[config.mk]
export PLATFORM = sky130hd
export DESIGN_NAME = imem_loader
export DESIGN_NICKNAME = d
export VERILOG_FILES = /design/src/rtl/imem_loader.sv
export SDC_FILE = /design/constraint.sdc
export NUM_CORES = 1
export LEC_CHECK = 0
export CAP_MARGIN = 20
export CORE_UTILIZATION = 52
export CTS_CLUSTER_DIAMETER = 50
export DETAILED_ROUTE_END_ITERATION = 10
export HOLD_SLACK_MARGIN = 0.06
export PLACE_DENSITY = 0.86
export SETUP_SLACK_MARGIN = 0.4
export SYNTH_ARGS = -nofsm -noshare
export SYNTH_HDL_FRONTEND = slang
export SYNTH_SLANG_ARGS = --single-unit
[constraint.sdc]
create_clock -name clk -period 3.24 [get_ports clk]
set_clock_uncertainty 0.2 [all_clocks]
set_input_delay 0.324 -clock clk [delete_from_list [all_inputs] [get_ports clk]]
set_output_delay 0.324 -clock clk [all_outputs]
set_load 0.05 [all_outputs]
[src/rtl/imem_loader.sv]
// imem_loader: boot-time byte-stream loader for the instruction memory.
// Frame: count_hi, count_lo, N x 4 data bytes (MSB first), checksum byte.
// The processor stays stalled until a checksum-verified load completes.
module imem_loader #(
  parameter int unsigned size    = 32,
  parameter int unsigned MemSize = 512
) (
  input  logic            clk,
  input  logic            reset,
  input  logic [7:0]      rx_data,
  input  logic            rx_valid,
  output logic            rx_ready,
  output logic            imem_wea,
  output logic [size-1:0] imem_addra,
  output logic [size-1:0] imem_dina,
  output logic            cpu_run,
  output logic            load_err,
  output logic            busy
);

  localparam int unsigned CntW  = 16;
  localparam int unsigned SumW  = 8;
  localparam int unsigned WordW = 32;

  localparam logic [2:0] ST_CNT_HI = 3'd0;
  localparam logic [2:0] ST_CNT_LO = 3'd1;
  localparam logic [2:0] ST_DATA   = 3'd2;
  localparam logic [2:0] ST_WRITE  = 3'd3;
  localparam logic [2:0] ST_CSUM   = 3'd4;
  localparam logic [2:0] ST_RUN    = 3'd5;
  localparam logic [2:0] ST_ERR    = 3'd6;

  logic [2:0]      state;
  logic [2:0]      state_nxt;
  logic [CntW-1:0] count;
  logic [CntW-1:0] word_idx;
  logic [CntW-1:0] word_idx_inc;
  logic [CntW-1:0] count_full;
  logic [SumW-1:0] sum;
  logic [1:0]      byte_idx;
  logic [WordW-1:0] word_asm;
  logic            accept;

  // Handshake and state decodes; everything here derives from registers
  assign rx_ready = (state == ST_CNT_HI) || (state == ST_CNT_LO) ||
                    (state == ST_DATA)   || (state == ST_CSUM);
  assign accept   = rx_valid & rx_ready;
  assign imem_wea = (state == ST_WRITE);
  assign cpu_run  = (state == ST_RUN);
  assign load_err = (state == ST_ERR);
  assign busy     = (state == ST_CNT_LO) || (state == ST_DATA) ||
                    (state == ST_WRITE)  || (state == ST_CSUM);

  assign imem_addra   = size'(word_idx);
  assign imem_dina    = size'(word_asm);
  assign word_idx_inc = word_idx + CntW'(1);
  assign count_full   = {count[15:8], rx_data};

  // State register
  always_ff @(posedge clk or negedge reset) begin
    if (!reset) state <= ST_CNT_HI;
    else        state <= state_nxt;
  end

  // Next-state logic
  always_comb begin
    state_nxt = state;
    case (state)
      ST_CNT_HI: if (accept) state_nxt = ST_CNT_LO;
      ST_CNT_LO: begin
        if (accept) begin
          if (32'(count_full) > 32'(MemSize)) state_nxt = ST_ERR;
          else if (count_full == '0)          state_nxt = ST_CSUM;
          else                                state_nxt = ST_DATA;
        end
      end
      ST_DATA:   if (accept && (byte_idx == 2'd3)) state_nxt = ST_WRITE;
      ST_WRITE:  state_nxt = (word_idx_inc == count) ? ST_CSUM : ST_DATA;
      ST_CSUM: begin
        if (accept) state_nxt = (rx_data == sum) ? ST_RUN : ST_ERR;
      end
      ST_RUN:    state_nxt = ST_RUN;
      ST_ERR:    state_nxt = ST_ERR;
      default:   state_nxt = ST_CNT_HI;
    endcase
  end

  // Count, checksum, word assembly and index registers
  always_ff @(posedge clk or negedge reset) begin
    if (!reset) begin
      count    <= '0;
      sum      <= '0;
      byte_idx <= '0;
      word_idx <= '0;
      word_asm <= '0;
    end else begin
      if (accept && (state == ST_CNT_HI)) begin
        count[15:8] <= rx_data;
        sum         <= rx_data;
      end
      if (accept && (state == ST_CNT_LO)) begin
        count[7:0] <= rx_data;
        sum        <= sum + rx_data;
      end
      if (accept && (state == ST_DATA)) begin
        word_asm <= {word_asm[WordW-9:0], rx_data};
        sum      <= sum + rx_data;
        byte_idx <= byte_idx + 2'd1;
      end
      if (state == ST_WRITE) word_idx <= word_idx_inc;
    end
  end

endmodule
# Word level (Yosys, flattened, before mapping)
# Index checks and enable logic that the tools add are counted.
# word_totals
reg_bits	77
# op_classes
order_cmp	1
bitwise_logic	1
n_addsub	3
reduce_logical	14
muxes	12
n_eq_ne	13
# ops
operator	count
8-bit two-way mux	3
3-bit two-way mux	7
3-bit one-hot mux with 7 select lines	1
16-bit by 1-bit adder with 16-bit output (second input constant)	1
16-bit == test	1
16-bit by 10-bit greater-than comparator with 1-bit output (second input constant)	1
16-bit zero test	1
3-bit == test (second input constant)	3
8-bit adder	1
8-bit == test	1
3-bit by 2-bit == test with 1-bit output (second input constant)	2
1-bit logical OR	6
2-bit != test (second input constant)	3
1-bit logical AND	4
4-bit AND reduction	1
3-bit by 1-bit == test with 1-bit output (second input constant)	1
3-bit zero test	1
3-bit nonzero test	1
2-bit by 1-bit adder with 2-bit output (second input constant)	1
2-bit == test (second input constant)	1
2-bit two-way mux	1
2-bit by 1-bit != test with 1-bit output (second input constant)	1
1-bit bitwise AND	1

# Logic depth before layout (Yosys ltp)
# depth
depth_word	9
mapped_depth	10
mapped_depth_nobuf	10

# Worst setup path after synthesis
# OpenSTA, ideal clock, no wires.
# synth_path
path_kind	register to register
startpoint	register word_idx[0]
endpoint	register state[2]
path_stages_with_launch	9
setup_slack_ps	229
period_less_slack_ps	3011
setup_time_ps	78
t_arrival_ps	2734
t_required_ps	2962
path_buffers	0
cell_sequence	dfrtp_1 -> ha_1 -> nand3_1 -> or3_1 -> a22oi_2 -> a21oi_1 -> or4_1 -> nor4_2 -> o2bb2ai_1
# synth_between
elab_chain_len	4
# synth_rtl
item	line_no	source
start, declared	36	logic [CntW-1:0] word_idx;
start signal, assigned	110	if (state == ST_WRITE) word_idx <= word_idx_inc;
16-bit by 1-bit adder with 16-bit output	56	assign word_idx_inc = word_idx + CntW'(1);
16-bit == test	78	ST_WRITE: state_nxt = (word_idx_inc == count) ? ST_CSUM : ST_DATA;
3-bit two-way mux	78	
3-bit one-hot mux with 7 select lines	68	case (state)
end signal, assigned	62	else state <= state_nxt;
end, declared	33	logic [2:0] state;
# No other way between the ends.
# A chain may end at the register's enable or synchronous reset.

# Final worst setup path
# layout_path
startpoint	register state[0]
endpoint	output busy
# layout_between
elab_chain_len	4
elab_cells_between_ends	7
classes_between	eq/ne: 4; reduce/logical: 3
# layout_rtl
item	line_no	source
3-bit by 1-bit == test with 1-bit output or 3-bit by 2-bit == test with 1-bit output (tied branches)	51	assign busy = (state == ST_CNT_LO) || (state == ST_DATA) ||
1-bit logical OR (2 in a row)	51	
1-bit logical OR (*)	52	(state == ST_WRITE) || (state == ST_CSUM);
end, declared	18	output logic busy
# Mark *: on every way between the ends. The rest lies on a longest branch, timed or not.

==> results.json <==
{
  "outcome": "complete, no violations",
  "grt_use_total_pct": 24.3,
  "rows": 32,
  "grt_pass1_wl_um": 15900,
  "yosysWarningCount": 0,
  "routedWlPerCell_um": 16.8,
  "use_met1_pct": 29.4,
  "clkTransAtPathRegs_ns": 0.09,
  "critPathMaxStageDelay_ns": 0.82,
  "required_ns": 2.72,
  "ys_dominant_reg_cell": "dfrtp_1",
  "clk_latency_ns": 0.36,
  "end_kind": "output pin",
  "fin_tns_setup_ns": 0,
  "r2r_setup_slack_ns": 0.57,
  "dp_hpwl_um": 6880,
  "critPathKind": "reg -> out",
  "hold_class": "reg -> reg",
  "ys_seq_area_share_pct": 45.8,
  "rsz0062_at_grt": "no",
  "synth_top_area_share_pct": 45.8,
  "via_count": 3299,
  "async_flop_share_pct": 100,
  "synth_largest_area_cell": "dfrtp_1",
  "setup-violations-final": 0,
  "synth_area_per_cell_um2": 10.5,
  "cap_violations": 0,
  "place.gp.congestion": 0.926,
  "port_buffers": 63,
  "crit_path_max_fanout": 17,
  "viasPerCell": 5.76,
  "syn_area_um2": 4210,
  "grt-busiest-layer": "met2",
  "start_util_pct": 54.2,
  "arrival_ns": 2.20,
  "cp_slowest_cell": "clkdlybuf4s50_1",
  "syn_to_final_growth_pct": 22.3,
  "synth_cell_type_count": 61,
  "drt_iter0_drc": 267,
  "grt_pass1_vias": 3283,
  "synth_edf_count": 0,
  "dr.pass1.iters": 6,
  "max_slew.worst_pin.slew_ns": 0.968,
  "wl_um": 9600,
  "grt-ovfl-total": 0,
  "die-area_um2": 8450,
  "cts_tree": "yes",
  "synthCells": 401,
  "nets": 487,
  "io_pins": 80,
  "max_slew_margin_pct": 35.5,
  "period_needed_ns": 2.73,
  "drv_slew": 0,
  "cts_num_sinks": 77,
  "fp.dieH_um": 91.9,
  "yosysMostFrequentCell": "dfrtp_1",
  "numCtsBuffers": 9,
  "grt_max_degree": 78,
  "drc": 0,
  "post-cts-setup-buffers": 0,
  "fp.coreArea_um2": 7770,
  "drive_above_1_share_pct": 16.3,
  "n_antenna_cell": 0,
  "p_total_mw": 5.64,
  "antenna_found_initial": 0,
  "grt.met3_usage_pct": 6.88,
  "die_x_um": 91.9,
  "ir_drop_v": 0.000883,
  "p_per_area_nw_per_um2": 1100,
  "fin_crit_sh_pct": 84.1,
  "synthTopCellsByArea": "dfrtp_1 (46%), mux2_2 (8.3%), xnor2_1 (5.4%)",
  "dp.cells": 556,
  "ys_ff_latch": 77,
  "fin_cells": 573,
  "grtUsageMet2_pct": 39.7,
  "clockRootBuffer": "clkbuf_8",
  "synth_commonest_cells": "dfrtp_1 (77), nand2_1 (33), mux2_2 (31)",
  "hold_viol": 0,
  "max-clock-path-buffers": 2,
  "path_cells": "nor2_1 -> xnor2_1 -> clkdlybuf4s50_1",
  "htree_levels": 3,
  "critPathLaunchType": "flop",
  "fmax_mhz": 367,
  "p_leak_nw": 2.17,
  "detail-route-antenna-nets": 0
}
[state kept, by name, indices dropped and copies added (netlist names)]
signal,count
sum,8
word_idx,16
state,3
count,16
imem_dina,32
byte_idx,2
[per-layer routing]
layer  vias up  wire length [um]
li1       1514                 -
met1      1593              3820
met2       156              4670
met3        36               710
met4         0               397
met5         -                 0
[cell usage in the layout, fill, tap and decap left out, types with 3 or more instances in the layout]
cell / instances
dfrtp_1: 68
clkdlybuf4s50_1: 60
nand2_1: 33
mux2_2: 31
xnor2_1: 26
nor2_1: 24
nand3_1: 16
conb_1: 16
xor2_1: 15
mux2_1: 15
inv_1: 11
nor3_1: 11
o21ai_0: 9
clkbuf_8: 9
buf_4: 9
dfrtp_2: 9
o21ai_1: 8
ha_1: 8
a21oi_1: 7
nand4_1: 4
nor2b_1: 4
nor4_1: 4
a31oi_1: 4
inv_2: 3
a22o_1: 3
o31ai_1: 3
inv_6: 3
[critical path, delay by kind of cell, from the launching register on]
family | cells | cell delay (ns)
XOR/XNOR | 1 | 0.16
AND/OR/NAND/NOR | 1 | 0.32
buffers and inverters | 1 | 0.82
flip-flops | 1 | 0.54
[repair_timing]
action	in CTS	in global routing
hold endpoints to repair	77	0
gates resized for setup	4	4
hold buffers	1	0
pin swaps	0	1
cloned	0	0
endpoints found under the setup margin	3	4
[stage by stage]
stage | setup WS, ns | util [%] | instance area [um2] | hold WS (ns)
6_report | 0.515 | 66.2 | 5140 | 0.287
4_1_cts | 0.413 | 66.1 | 5140 | 0.294
3_3_place_gp | 0.371 | 63.2 | 4910 | 0.262
2_1_floorplan | 0.409 | - | 4270 | -0.172
5_1_grt | 0.427 | 66.2 | 5140 | 0.314
3_5_place_dp | 0.285 | 63.2 | 4910 | 0.266
[worst paths after layout]
path / end / depth (start not counted) / start
setup / recovery: busy / 3 / state[0]$_DFFE_PN0P_
hold / removal: byte_idx[0]$_DFFE_PN0P_ / 1 / byte_idx[0]$_DFFE_PN0P_
setup reg to reg: state[2]$_DFFE_PN0P_ / 8 / word_idx[0]$_DFFE_PN0P_
hold reg to reg: byte_idx[0]$_DFFE_PN0P_ / 1 / byte_idx[0]$_DFFE_PN0P_
max in group asynchronous: word_idx[1]$_DFFE_PN0P_ / 2 / reset
min in group asynchronous: word_idx[14]$_DFFE_PN0P_ / 2 / reset
[kinds of logic after synthesis]
family,Yosys count,synth area share (%)
AND/OR/NAND/NOR,115,13.4
flip-flops,77,45.8
AO/OA/AOI/OAI,62,10.3
multiplexers,48,12.8
buffers and inverters,47,5.95
XOR/XNOR,41,8.54
adder cells (fa/ha/maj),10,3.15
other,1,0.0891
[cell type report]
class                   count  area, um2
inverters                  14       52.6
flip-flops and latches     77       1940
clock inverters             7       80.1
fillers                   606       2620
multi-input cells         292       2110
clock buffers               9        124
well taps                 102        128
repair buffers             72        707
[where the power goes]
part	leakage (nW)	internal [mW]	switching (mW)
combinational	1.14	1.22	1.89
clock	0.0968	0.365	0.387
sequential	0.936	1.38	0.396
total	2.17	2.97	2.67
Note: power is estimated with default switching activity, not from simulation.
==> RTL edit 1 (same flow settings) <==
The parameter `MemSize` goes from 512 to 384.
--- a/src/rtl/imem_loader.sv
+++ b/src/rtl/imem_loader.sv
@@ -5,3 +5,3 @@
   parameter int unsigned size    = 32,
-  parameter int unsigned MemSize = 512
+  parameter int unsigned MemSize = 384
 ) (
Function: changed (Yosys sat finds a counterexample within 4 cycles, from zero or initial values and one cycle with reset low).
==> RTL edit 1 against the original RTL <==
  * Fmax fell by 0.43%
  * Wire length barely moved
  * Final cell count decreased by 0.17%
  * Register-to-register slack got worse by 0.02 ns
  * Area after synthesis grew 0.83%
  * Setup slack got worse by 0.012 ns
  * Via count fell by 0.82%
  * Sequential cell count is the same
  * Critical path depth did not move
  * Cell area unchanged
  * Combinational power is 2% higher
  * Total power rose by 0.34%
==> RTL edit 1: results (changes against the original RTL) <==
| Metric | Value |
|---|---|
| Routed Wire Length | 9.60 mm (about the same) |
| First-pass GRT wire length | 15.6 mm (was 15.9 mm) |
| Filler instances | 593 (was 606) |
| 1st-pass router iterations | 4 (was 6) |
| GPL Wtd Cong | 0.963 (was 0.926) |
| Switching Fraction | 0.477 (was 0.474) |
| Initial antenna violation count | 0 (unchanged) |
| Post-synth top cells | dfrtp_1, mux2_2, nand2_1, xnor2_1, nor2_1 (was dfrtp_1, nand2_1, mux2_2, nor2_1, xnor2_1) |
| Ranking of synthesized cells by area | dfrtp_1, mux2_2, xnor2_1, buf_4, xor2_1 (was dfrtp_1, mux2_2, xnor2_1, mux2_1, buf_4) |
| Nets | 486 (was 487) |
| VDD IR max | 0.901 mV (was 0.883 mV) |
| Post-synthesis cell type count | 58 (was 61) |
| Leakage power figure | 2.15 nW (was 2.17 nW) |
| Initial DRC count | 136 (was 267) |
| Vias in the first global route | 3158 (was 3283) |
| Part of the cycle the worst path needs | 0.845 (was 0.841) |
| DP HPWL | 6.87 mm (was 6.88 mm) |
| Post-synthesis sequential area ratio | 0.454 (was 0.458) |
| Layout cells sized above 1 | 0.191 (was 0.163) |
| Rel. slew slack | 0.362 (was 0.355) |
| Via density per instance | 5.72 (was 5.76) |
| Max Fanout on Critical Path | 10 (was 17) |
| Place WS | 0.307 ns (was 0.285 ns) |
| Global Route met1 Usage | 0.302 (was 0.294) |
| Flop-to-flop setup slack | 0.55 ns (was 0.57 ns) |
| Met3 Use GR | 0.0567 (was 0.0688) |
| Status | completed (unchanged) |
| All-Layer GR Usage | 0.236 (was 0.243) |
-- RTL edit 1: cell types whose count changed in the layout (fill, tap and decap cells not counted), moves of 7 or more --
cell     before  now
mux2_2       31   49
dfrtp_2       9    1
o21ai_0       9   19
mux2_1       15    0
o21ai_1       8    1
dfrtp_1      68   76
-- RTL edit 1: power by group through the flow --
| stage | sequential, mW | clock, mW | combinational (mW) |
|---|---|---|---|
| 2_1_floorplan | 2.46 | 0 | 1.54 |
| 3_3_place_gp | 1.77 | 0 | 3.06 |
| 3_5_place_dp | 1.80 | 0 | 3.15 |
| 4_1_cts | 1.79 | 0.720 | 3.16 |
| 5_1_grt | 1.85 | 0.766 | 3.35 |
| 6_report | 1.79 | 0.702 | 3.16 |
-- RTL edit 1: worst max-delay path: stages, from the launching register on --
cell and delay (ns):
dfrtp_1 0.51, nor2_1 0.32, xnor2_1 0.18, clkdlybuf4s50_1 0.84
-- RTL edit 1: final timing paths --
kind / end / start
max reg2reg: state[1]$_DFFE_PN0P_ / word_idx[9]$_DFFE_PN0P_
min reg2reg: imem_dina[25]$_DFFE_PN0P_ / imem_dina[25]$_DFFE_PN0P_
min: imem_dina[25]$_DFFE_PN0P_ / imem_dina[25]$_DFFE_PN0P_
max in group asynchronous: word_idx[0]$_DFFE_PN0P_ / reset
min in group asynchronous: word_idx[4]$_DFFE_PN0P_ / reset
max: busy / state[0]$_DFFE_PN0P_
-- RTL edit 1: kinds of logic after synthesis --
logic type,after synthesis,share of synthesized area
adders and majority gates,10,0.0313
xor gates and xnor gates,42,0.0867
DFF,77,0.454
other,1,0.000884
buffers and inverters,46,0.0625
and+or+nand+nor,109,0.130
AOI/OAI and AO/OA,57,0.0900
muxes,55,0.144
-- RTL edit 1: area by class of cell --
class	instances	area [um2]	share of cell area
multi-input cells	289	2130	0.415
clock buffers	9	124	0.0241
repair buffers	75	718	0.140
flip-flops and latches	77	1930	0.375
inverters	13	48.8	0.00949
well taps	102	128	0.0248
clock inverters	7	63.8	0.0124
-- RTL edit 1: repair_timing --
action / in CTS / in global routing
pin swaps: 0 / 1
resized for setup: 1 / 5
hold buffers: 1 / 0
endpoints found under the setup margin: 1 / 1
buffers inserted: 0 / 1
endpoints found under the hold margin: 77 / 0
-- RTL edit 1: routing by layer --
layer | wire length [um] | vias up | share of wire
met5 | 0 | - | 0
met4 | 143 | 0 | 0.015
met3 | 699 | 18 | 0.073
met2 | 4910 | 147 | 0.51
met1 | 3840 | 1599 | 0.40
li1 | - | 1508 | -
-- RTL edit 1: stage by stage --
step	total power [mW]	instances	util	instance area [um2]
final	5.66	572	0.659	5140
after global routing	5.97	572	0.659	5140
after CTS	5.68	571	0.655	5120
after detailed placement	4.95	554	0.630	4920
after global placement	4.83	554	0.630	4920
after floorplan	4.00	412	-	4300
==> RTL edit 2 (config.mk and constraints unchanged) <==
Without the edit above. Reset style: synchronous (`reset`), changed in 2 clocked blocks.
--- a/src/rtl/imem_loader.sv
+++ b/src/rtl/imem_loader.sv
@@ -59,3 +59,3 @@
   // State register
-  always_ff @(posedge clk or negedge reset) begin
+  always_ff @(posedge clk) begin
     if (!reset) state <= ST_CNT_HI;
@@ -88,3 +88,3 @@
   // Count, checksum, word assembly and index registers
-  always_ff @(posedge clk or negedge reset) begin
+  always_ff @(posedge clk) begin
     if (!reset) begin
Function: differs if reset is asserted again (counterexample within 4 cycles, from zero or initial values and one cycle with reset low); with reset held inactive, the same outputs for 10 cycles.
==> RTL edit 2 against the original RTL <==
  * Cell area decreased by 1.2%
  * Wire length is 3.4% higher
  * Area after synthesis up 1.1%
  * Count of clock-buffer cells in the layout is the same
  * Hold slack worse by 0.015 ns
  * Core utilization fell by 1.1 points
  * Sequential cell count unchanged
  * Setup slack gained 0.12 ns
  * Largest cell class unchanged
Power is not compared: it rests on default switching activity, and its combinational part moved more than twofold at a synthesized area within 25%.
==> RTL edit 2: results (changes against the original RTL) <==
| Metric | Value |
|---|---|
| Status | completed (unchanged) |
| Flop-to-flop setup slack | 0.72 ns (was 0.57 ns) |
| Post-synthesis cell type count | 57 (was 61) |
| Non-clk invs | 8 (was 14) |
| Count of non-CTS buffers in the layout | 76 (was 72) |
| R2r worst-path depth | 6 (was 8) |
| Post-CTS sizing | 0 (was 4) |
| DP HPWL | 6.86 mm (was 6.88 mm) |
| Synth Flop Type | dfxtp_1 (was dfrtp_1) |
| FF-to-FF End | state[2]$_SDFFE_PN0P_ (was state[2]$_DFFE_PN0P_) |
| Largest net degree at the start of global routing | 49 (was 78) |
| Max Fanout on Critical Path | 20 (was 17) |
| Synth Area in XOR/XNOR | 0.0865 (was 0.0854) |
| ClkCell Share | 0.0374 (was 0.0396) |
| Area growth, synth to finish | 19.4% (was 22.3%) |
| Layout cells sized above 1 | 0.0719 (was 0.163) |
| Buffer share of cell area | 0.142 (was 0.137) |
| Vias | 3770 (was 3299) |
| Rel. slew slack | 0.519 (was 0.355) |
| All-Layer GR Usage | 0.243 (about the same) |
| Vias in the first global route | 3676 (was 3283) |
| Nets | 600 (was 487) |
| Min-Delay Endpoint | imem_dina[28]$_SDFFE_PN0P_ (was byte_idx[0]$_DFFE_PN0P_) |
| Ranking of synthesized cells by area | dfxtp_1, nand2_1, a21boi_0, xnor2_1, buf_4 (was dfrtp_1, mux2_2, xnor2_1, mux2_1, buf_4) |
| FFs w/ async S/R, synth | 0 (was 1.00) |
| #MultiIn Comb | 407 (was 292) |
| Routed Wire Length | 9.93 mm (was 9.60 mm) |
| Initial DRC count | 202 (was 267) |
| Filler instances | 668 (was 606) |
| GPL Wtd Cong | 0.959 (was 0.926) |
| Dpl cells | 670 (was 556) |
| Min-delay src | imem_dina[28]$_SDFFE_PN0P_ (was byte_idx[0]$_DFFE_PN0P_) |
| Footprint of the multi-input gates | 0.00247 mm2 (was 0.00211 mm2) |
==> RTL edit 2: cell types whose count changed in the layout (fill, tap and decap cells not counted), moves of 6 or more <==
| cell | change |
|---|---|
| dfrtp_1 | -68 |
| nand2_1 | +94 |
| and2_1 | +12 |
| mux2i_1 | +6 |
| o21ai_0 | +9 |
| o21ai_1 | -8 |
| dfxtp_1 | +77 |
| a21boi_0 | +53 |
| dfrtp_2 | -9 |
| mux2_1 | -15 |
| mux2_2 | -30 |
| nor2_1 | -8 |
==> RTL edit 2: layer usage <==
metal,share of wire,vias to the layer above,track usage
li1,-,1859,-
met1,0.43,1781,0.294
met2,0.50,110,0.416
met3,0.048,20,0.0575
met4,0.021,0,0.0898
met5,0,-,0
==> RTL edit 2: worst register-to-register path: stages, from the launching register on <==
cell and delay [ns]:
dfxtp_1 0.52, ha_1 0.34, nand3_1 0.20, nor2_1 0.20, a31oi_1 0.11, nor4_1 0.58, a41o_1 0.29
==> RTL edit 2: worst max path at each step <==
stage	cells past startpoint	end
after floorplan	8	state[2]$_SDFFE_PN0P_
after global placement	11	sum[6]$_SDFFE_PN0P_
after detailed placement	9	sum[7]$_SDFFE_PN0P_
after CTS	4	cpu_run
after global routing	4	cpu_run
final	4	busy
==> RTL edit 2: metrics by stage <==
stage          power, mW  area (um2)  hold WS [ns]  worst slack, ns
3_5_place_dp        1.49        4890         0.261            0.425
4_1_cts             2.19        5080         0.275            0.625
3_3_place_gp        1.48        4890         0.254            0.556
2_1_floorplan       1.39        4310         0.247            0.794
5_1_grt             2.29        5080         0.296            0.523
6_report            2.19        5080         0.273            0.638
